===== config.mk =====
export PLATFORM = sky130hd
export DESIGN_NAME = mac_operand_feeder
export DESIGN_NICKNAME = d
export VERILOG_FILES = /design/src/rtl/cnn_pkg.sv /design/src/rtl/tap_buffer.sv /design/src/rtl/mac_operand_feeder.sv
export SDC_FILE = /design/constraint.sdc
export NUM_CORES = 1
export LEC_CHECK = 0
export ABC_AREA = 0
export BUFFER_PORTS_ARGS = -buffer_cell sky130_fd_sc_hd__buf_2
export CAP_MARGIN = 40
export CORE_ASPECT_RATIO = 0.7
export CORE_MARGIN = 4
export CORE_UTILIZATION = 55
export CTS_CLUSTER_DIAMETER = 100
export DETAILED_ROUTE_END_ITERATION = 10
export PLACE_DENSITY = 0.74
export SLEW_MARGIN = 25
export SYNTH_ARGS = -nofsm -noshare
export SYNTH_HDL_FRONTEND = slang
export SYNTH_HIERARCHICAL = 1
export SYNTH_SLANG_ARGS = --single-unit

===== constraint.sdc =====
create_clock -name clk -period 3.7 [get_ports clk]
set_input_delay 0.185 -clock clk [delete_from_list [all_inputs] [get_ports clk]]
set_output_delay 0.185 -clock clk [all_outputs]
set_load 0.03 [all_outputs]

===== src/rtl/cnn_pkg.sv =====
// Shared constants and encodings for the convolution MAC front end.
// Default geometry is a 3x3 kernel of 8-bit operands with a 19-bit result.
package cnn_pkg;

    localparam int DATA_W  = 8;
    localparam int TAPS    = 9;
    localparam int ADDR_W  = 4;
    localparam int RES_W   = 19;
    localparam int RES_LAT = 2;

    typedef enum logic [1:0] {
        ST_IDLE    = 2'd0,
        ST_STREAM  = 2'd1,
        ST_DRAIN   = 2'd2,
        ST_CAPTURE = 2'd3
    } feeder_state_e;

    localparam logic SEL_WGT = 1'b0;
    localparam logic SEL_PIX = 1'b1;

endpackage


===== src/rtl/tap_buffer.sv =====
// DEPTH x DATA_W register file: one synchronous write port and one
// combinational read port. Async active-low clear empties every entry.
module tap_buffer #(
    parameter int DATA_W = 8,
    parameter int DEPTH  = 9,
    parameter int ADDR_W = 4
) (
    input  logic              clk,
    input  logic              rst,
    input  logic              wr_en,
    input  logic [ADDR_W-1:0] wr_addr,
    input  logic [DATA_W-1:0] wr_data,
    input  logic [ADDR_W-1:0] rd_addr,
    output logic [DATA_W-1:0] rd_data
);

    logic [DATA_W-1:0] mem [DEPTH];

    always_ff @(posedge clk or negedge rst) begin
        if (!rst) begin
            for (int i = 0; i < DEPTH; i++) begin
                mem[i] <= '0;
            end
        end else if (wr_en) begin
            mem[wr_addr] <= wr_data;
        end
    end

    assign rd_data = mem[rd_addr];

endmodule


===== src/rtl/mac_operand_feeder.sv =====
// Streams one window of pixel/weight pairs into the MAC, waits out the MAC
// latency, then captures the accumulated result. RES_LAT must be at least 1.
module mac_operand_feeder #(
    parameter int DATA_W  = cnn_pkg::DATA_W,
    parameter int TAPS    = cnn_pkg::TAPS,
    parameter int ADDR_W  = cnn_pkg::ADDR_W,
    parameter int RES_W   = cnn_pkg::RES_W,
    parameter int RES_LAT = cnn_pkg::RES_LAT
) (
    input  logic              clk,
    input  logic              rst,
    input  logic              load_en,
    input  logic              load_sel,
    input  logic [ADDR_W-1:0] load_addr,
    input  logic [DATA_W-1:0] load_data,
    input  logic              start,
    output logic              busy,
    output logic [DATA_W-1:0] a_out,
    output logic [DATA_W-1:0] b_out,
    output logic              mac_en,
    output logic              acc_clr,
    output logic              last_tap,
    input  logic [RES_W-1:0]  result_in,
    output logic [RES_W-1:0]  result_out,
    output logic              result_valid
);

    import cnn_pkg::*;

    localparam int                DRN_W      = (RES_LAT > 1) ? $clog2(RES_LAT) : 1;
    localparam logic [ADDR_W:0]   TAPS_EXT   = (ADDR_W + 1)'(TAPS);
    localparam logic [ADDR_W-1:0] LAST_TAP   = ADDR_W'(TAPS - 1);
    localparam logic [DRN_W-1:0]  DRAIN_LAST = DRN_W'(RES_LAT - 1);

    feeder_state_e     state;
    logic [ADDR_W-1:0] tap_idx;
    logic [ADDR_W-1:0] next_idx;
    logic [ADDR_W-1:0] rd_addr;
    logic [DRN_W-1:0]  drain_cnt;

    logic              wr_ok;
    logic              wr_wgt;
    logic              wr_pix;
    logic [DATA_W-1:0] wgt_rd;
    logic [DATA_W-1:0] pix_rd;
    logic [DATA_W-1:0] wgt_first;
    logic [DATA_W-1:0] pix_first;

    assign wr_ok  = load_en && (state == ST_IDLE) && ({1'b0, load_addr} < TAPS_EXT);
    assign wr_wgt = wr_ok && (load_sel == SEL_WGT);
    assign wr_pix = wr_ok && (load_sel == SEL_PIX);

    tap_buffer #(
        .DATA_W (DATA_W),
        .DEPTH  (TAPS),
        .ADDR_W (ADDR_W)
    ) u_wgt_buf (
        .clk     (clk),
        .rst     (rst),
        .wr_en   (wr_wgt),
        .wr_addr (load_addr),
        .wr_data (load_data),
        .rd_addr (rd_addr),
        .rd_data (wgt_rd)
    );

    tap_buffer #(
        .DATA_W (DATA_W),
        .DEPTH  (TAPS),
        .ADDR_W (ADDR_W)
    ) u_pix_buf (
        .clk     (clk),
        .rst     (rst),
        .wr_en   (wr_pix),
        .wr_addr (load_addr),
        .wr_data (load_data),
        .rd_addr (rd_addr),
        .rd_data (pix_rd)
    );

    // The read port always looks one tap ahead of the pair being presented.
    always_comb begin
        next_idx = (tap_idx == LAST_TAP) ? '0 : tap_idx + 1'b1;
        rd_addr  = (state == ST_STREAM) ? next_idx : '0;
    end

    // A load to tap 0 coinciding with start has not reached the buffer yet.
    always_comb begin
        wgt_first = (wr_wgt && (load_addr == '0)) ? load_data : wgt_rd;
        pix_first = (wr_pix && (load_addr == '0)) ? load_data : pix_rd;
    end

    always_ff @(posedge clk or negedge rst) begin
        if (!rst) begin
            state        <= ST_IDLE;
            tap_idx      <= '0;
            drain_cnt    <= '0;
            a_out        <= '0;
            b_out        <= '0;
            mac_en       <= 1'b0;
            acc_clr      <= 1'b0;
            last_tap     <= 1'b0;
            busy         <= 1'b0;
            result_out   <= '0;
            result_valid <= 1'b0;
        end else begin
            result_valid <= 1'b0;
            case (state)
                ST_IDLE: begin
                    if (start) begin
                        state    <= ST_STREAM;
                        tap_idx  <= '0;
                        a_out    <= pix_first;
                        b_out    <= wgt_first;
                        mac_en   <= 1'b1;
                        acc_clr  <= 1'b1;
                        last_tap <= (LAST_TAP == '0);
                        busy     <= 1'b1;
                    end
                end
                ST_STREAM: begin
                    acc_clr <= 1'b0;
                    if (tap_idx == LAST_TAP) begin
                        state     <= ST_DRAIN;
                        tap_idx   <= '0;
                        drain_cnt <= '0;
                        a_out     <= '0;
                        b_out     <= '0;
                        last_tap  <= 1'b0;
                    end else begin
                        tap_idx  <= next_idx;
                        a_out    <= pix_rd;
                        b_out    <= wgt_rd;
                        last_tap <= (next_idx == LAST_TAP);
                    end
                end
                ST_DRAIN: begin
                    if (drain_cnt == DRAIN_LAST) begin
                        state  <= ST_CAPTURE;
                        mac_en <= 1'b0;
                    end else begin
                        drain_cnt <= drain_cnt + 1'b1;
                    end
                end
                ST_CAPTURE: begin
                    result_out   <= result_in;
                    result_valid <= 1'b1;
                    busy         <= 1'b0;
                    drain_cnt    <= '0;
                    state        <= ST_IDLE;
                end
                default: begin
                    state <= ST_IDLE;
                    busy  <= 1'b0;
                end
            endcase
        end
    end

endmodule

==> results.txt <==
GP Congestion: 0.839
Worst Clk Skew: 0.00925 ns
Period utilization: 0.840
Resize count post-CTS: 0
Sequential share of power: 0.387
PnR worst setup slack: 0.592 ns
Core box area: 0.0158 mm^2
Most frequent cells in the layout: dfrtp_1 (191), mux2_2 (181), buf_2 (74)
Slew Limit Fails: 0
Most common cell after layout, fill and taps aside: dfrtp_1
CP max stage cell: mux4_2
Synth warn: 6
NumNets Final: 809
Longest Clk Path Bufs: 2
Crit path max-delay family: simple AND/OR/NAND/NOR gates
Psw: 2.54 mW
Crit path max fanout: 16
Flops & latches, synth: 191
Req. time, crit path: 4.01 ns
CP max stage delay: 0.56 ns
Initial Util: 0.572
Worst IR Drop VDD: 0.000318 V
Register area share after synthesis: 0.529
Routed WL: 21600 um
Chip width: 161 um
Final hold violation count: 0
Drt pass-1 iters: 4
Synth Net Count: 711
Worst slew pin tran: 0.753 ns
Tmin final: 3.11 ns
Top-Level Pins: 76
Post-Syn Area per Cell: 13.5 um^2
Cts bufs inserted: 17
GRT Total Usage: 0.244
Total gr overflow: 0
Async SR Flop Fraction: 1.00
Post-DP HPWL: 14500 um
Sw Ratio: 0.342
Hold WC Path Type: in -> reg
First-pass GRT wire length: 34600 um
Clock Power Share: 0.275
Post-synth cell types: 47
CP startpoint: tap_idx[0]$_DFFE_PN0P_
Crit-path cells: inv_1 > ha_1 > nand2_1 > o21ai_0 > nor2_4 > buf_16 > mux4_2 > nor2_1 > o31ai_1 > o21ai_0 > a211oi_1
Setup TNS: 0 ns
Power Density: 703 mW/mm^2
Mapped Cells: 668
FP Rows: 38
Arrival time at the worst endpoint: 3.42 ns
IO Port Bufs: 75
Number of synthesized flops with an enable pin: 0
Die ar.: 0.0186 mm^2
Vias post-DR: 5869
H-tree levels: 4
Pre-CTS setup slack: 0.607 ns
Vias per std cell: 5.87
Levels on crit path: 11
Relative slew slack: 0.496
Hold_sp: start
RR Startpoint: tap_idx[0]$_DFFE_PN0P_
Fillers: 1185
Endpoint class of the critical path: flop
Status: completed
Synth Flop Type: dfrtp_1
Synth Cell Area: 0.00903 mm^2
FMAX: 322 MHz
Die height: 115 um
Final setup viols: 0
Worst skew pair latency: 0.43 ns
Clock sinks: 191
RSZ-0062 raised after global routing: no
CP bufs+invs: 2
Detail Route Antenna Nets: 0
Power share of the combinational group: 0.338
Routed length per instance: 21.6 um
Lkg Pwr: 5.08 nW
Crit path top cell by count: o21ai_0
Reg2Reg Depth: 11
Post-route DRC: 0
Largest net degree at the start of global routing: 68
Crit path launch type: flop
Clock transition at the registers of the reported paths: 0.07 ns
Max Cap Viol: 0
Internal Pwr Total: 4.89 mW
CP Class: reg -> reg
TritonCTS clock tree: built
Hold Path Depth: 4
DRT iter0 DRCs: 452
Share of cells above drive strength 1: 0.456
Root buf cell: clkbuf_16
Area Overhead vs Synth: 17.0%
Vias in the first global route: 6145
Initial antenna violation count: 4
[cells by family after synthesis]
kind of cell,synth area share
flip-flops,0.529
adder cells (fa/ha/maj),0.00970
multiplexers,0.294
AND/OR/NAND/NOR,0.0840
AO/OA/AOI/OAI,0.0601
buffers and inverters,0.0224
[power by group through the flow]
stage	Combinational, mW	Clock [mW]	Sequential (mW)
floorplan	1.37	0	3.24
global placement	2.36	0	2.86
detailed placement	2.48	0	2.90
CTS	2.50	2.08	2.86
global route	2.71	2.18	2.93
finish	2.51	2.05	2.88
[sequential cells by signal (all words and copies together), names as in the netlist]
signal and cells:
u_pix_buf/mem 72, u_wgt_buf/mem 72, result_out 19, a_out 8, b_out 8, tap_idx 4
state 2, acc_clr 1, busy 1, drain_cnt 1, last_tap 1, mac_en 1
result_valid 1
[per-stage QoR]
stage                      util  cells  total power [mW]  hold slack (ns)  area (um^2)
final                     0.669   1000              7.43            0.174        10600
after detailed placement  0.614    946              5.38            0.170         9690
after global routing      0.669   1000              7.82            0.173        10600
after CTS                 0.668    998              7.44            0.153        10600
after floorplan               -    668              4.62           -0.111         9030
after global placement    0.609    942              5.22            0.407         9610
[final timing paths]
kind / end / slack [ns]
min in group asynchronous: result_out[10]$_DFFE_PN0P_ / 0.28
setup reg to reg: b_out[0]$_DFFE_PN0P_ / 0.59
setup / recovery: b_out[0]$_DFFE_PN0P_ / 0.59
max in group asynchronous: u_pix_buf/mem[64]$_DFFE_PN0P_ / 2.26
hold / removal: acc_clr$_DFFE_PN0P_ / 0.17
hold reg to reg: u_pix_buf/mem[12]$_DFFE_PN0P_ / 0.50
[area by class of cell]
cell class,count,area (um^2),share of cell area
Inverter,9,33.8,0.00320
Sequential cell,191,4780,0.452
Clock buffer,18,439,0.0416
Tap cell,220,275,0.0261
Timing Repair Buffer,111,753,0.0713
Antenna cell,1,2.50,0.000237
Clock inverter,14,225,0.0213
Multi-Input combinational cell,436,4060,0.384
[cell usage after synthesis (all sizes together), types with 2 or more instances]
cell / instances / share of area
a211oi: 17 / 0.014
a21oi: 2 / 0.0011
a22o: 2 / 0.0019
and2: 3 / 0.0021
and3: 3 / 0.0021
buf: 24 / 0.015
clkbuf: 8 / 0.0035
dfrtp: 191 / 0.53
ha: 7 / 0.0097
inv: 9 / 0.0037
mux2: 197 / 0.25
mux2i: 2 / 0.0022
mux4: 16 / 0.040
nand2: 45 / 0.019
nand2b: 4 / 0.0028
nand3: 3 / 0.0017
nand3b: 6 / 0.0094
nand4b: 2 / 0.0019
nor2: 43 / 0.018
nor2b: 2 / 0.0022
nor3: 2 / 0.0011
nor3b: 7 / 0.012
nor4b: 3 / 0.0050
o21a: 2 / 0.0017
o21ai: 24 / 0.013
o22ai: 16 / 0.011
o31ai: 17 / 0.014
or3: 2 / 0.0014
[layer usage]
metal,part of all wire,up-vias,GRT usage
met5,0.0020,-,0
met4,0.0096,6,0.0574
met3,0.068,20,0.0695
met2,0.45,186,0.367
met1,0.47,3007,0.357
li1,-,2650,-
[what timing repair did]
item / in CTS / in global routing
setup buffers: 0 / 0
hold buffers: 20 / 0
endpoints found under the hold margin: 69 / 0
[worst register-to-register path, stage by stage, from the launching register on]
cell and delay [ns]:
dfrtp_1 0.45, inv_1 0.12, ha_1 0.25, nand2_1 0.15, o21ai_0 0.18, nor2_4 0.46, buf_16 0.24, mux4_2 0.57
nor2_1 0.20, o31ai_1 0.09, o21ai_0 0.19, a211oi_1 0.10
(Power assumes the default switching activity.)
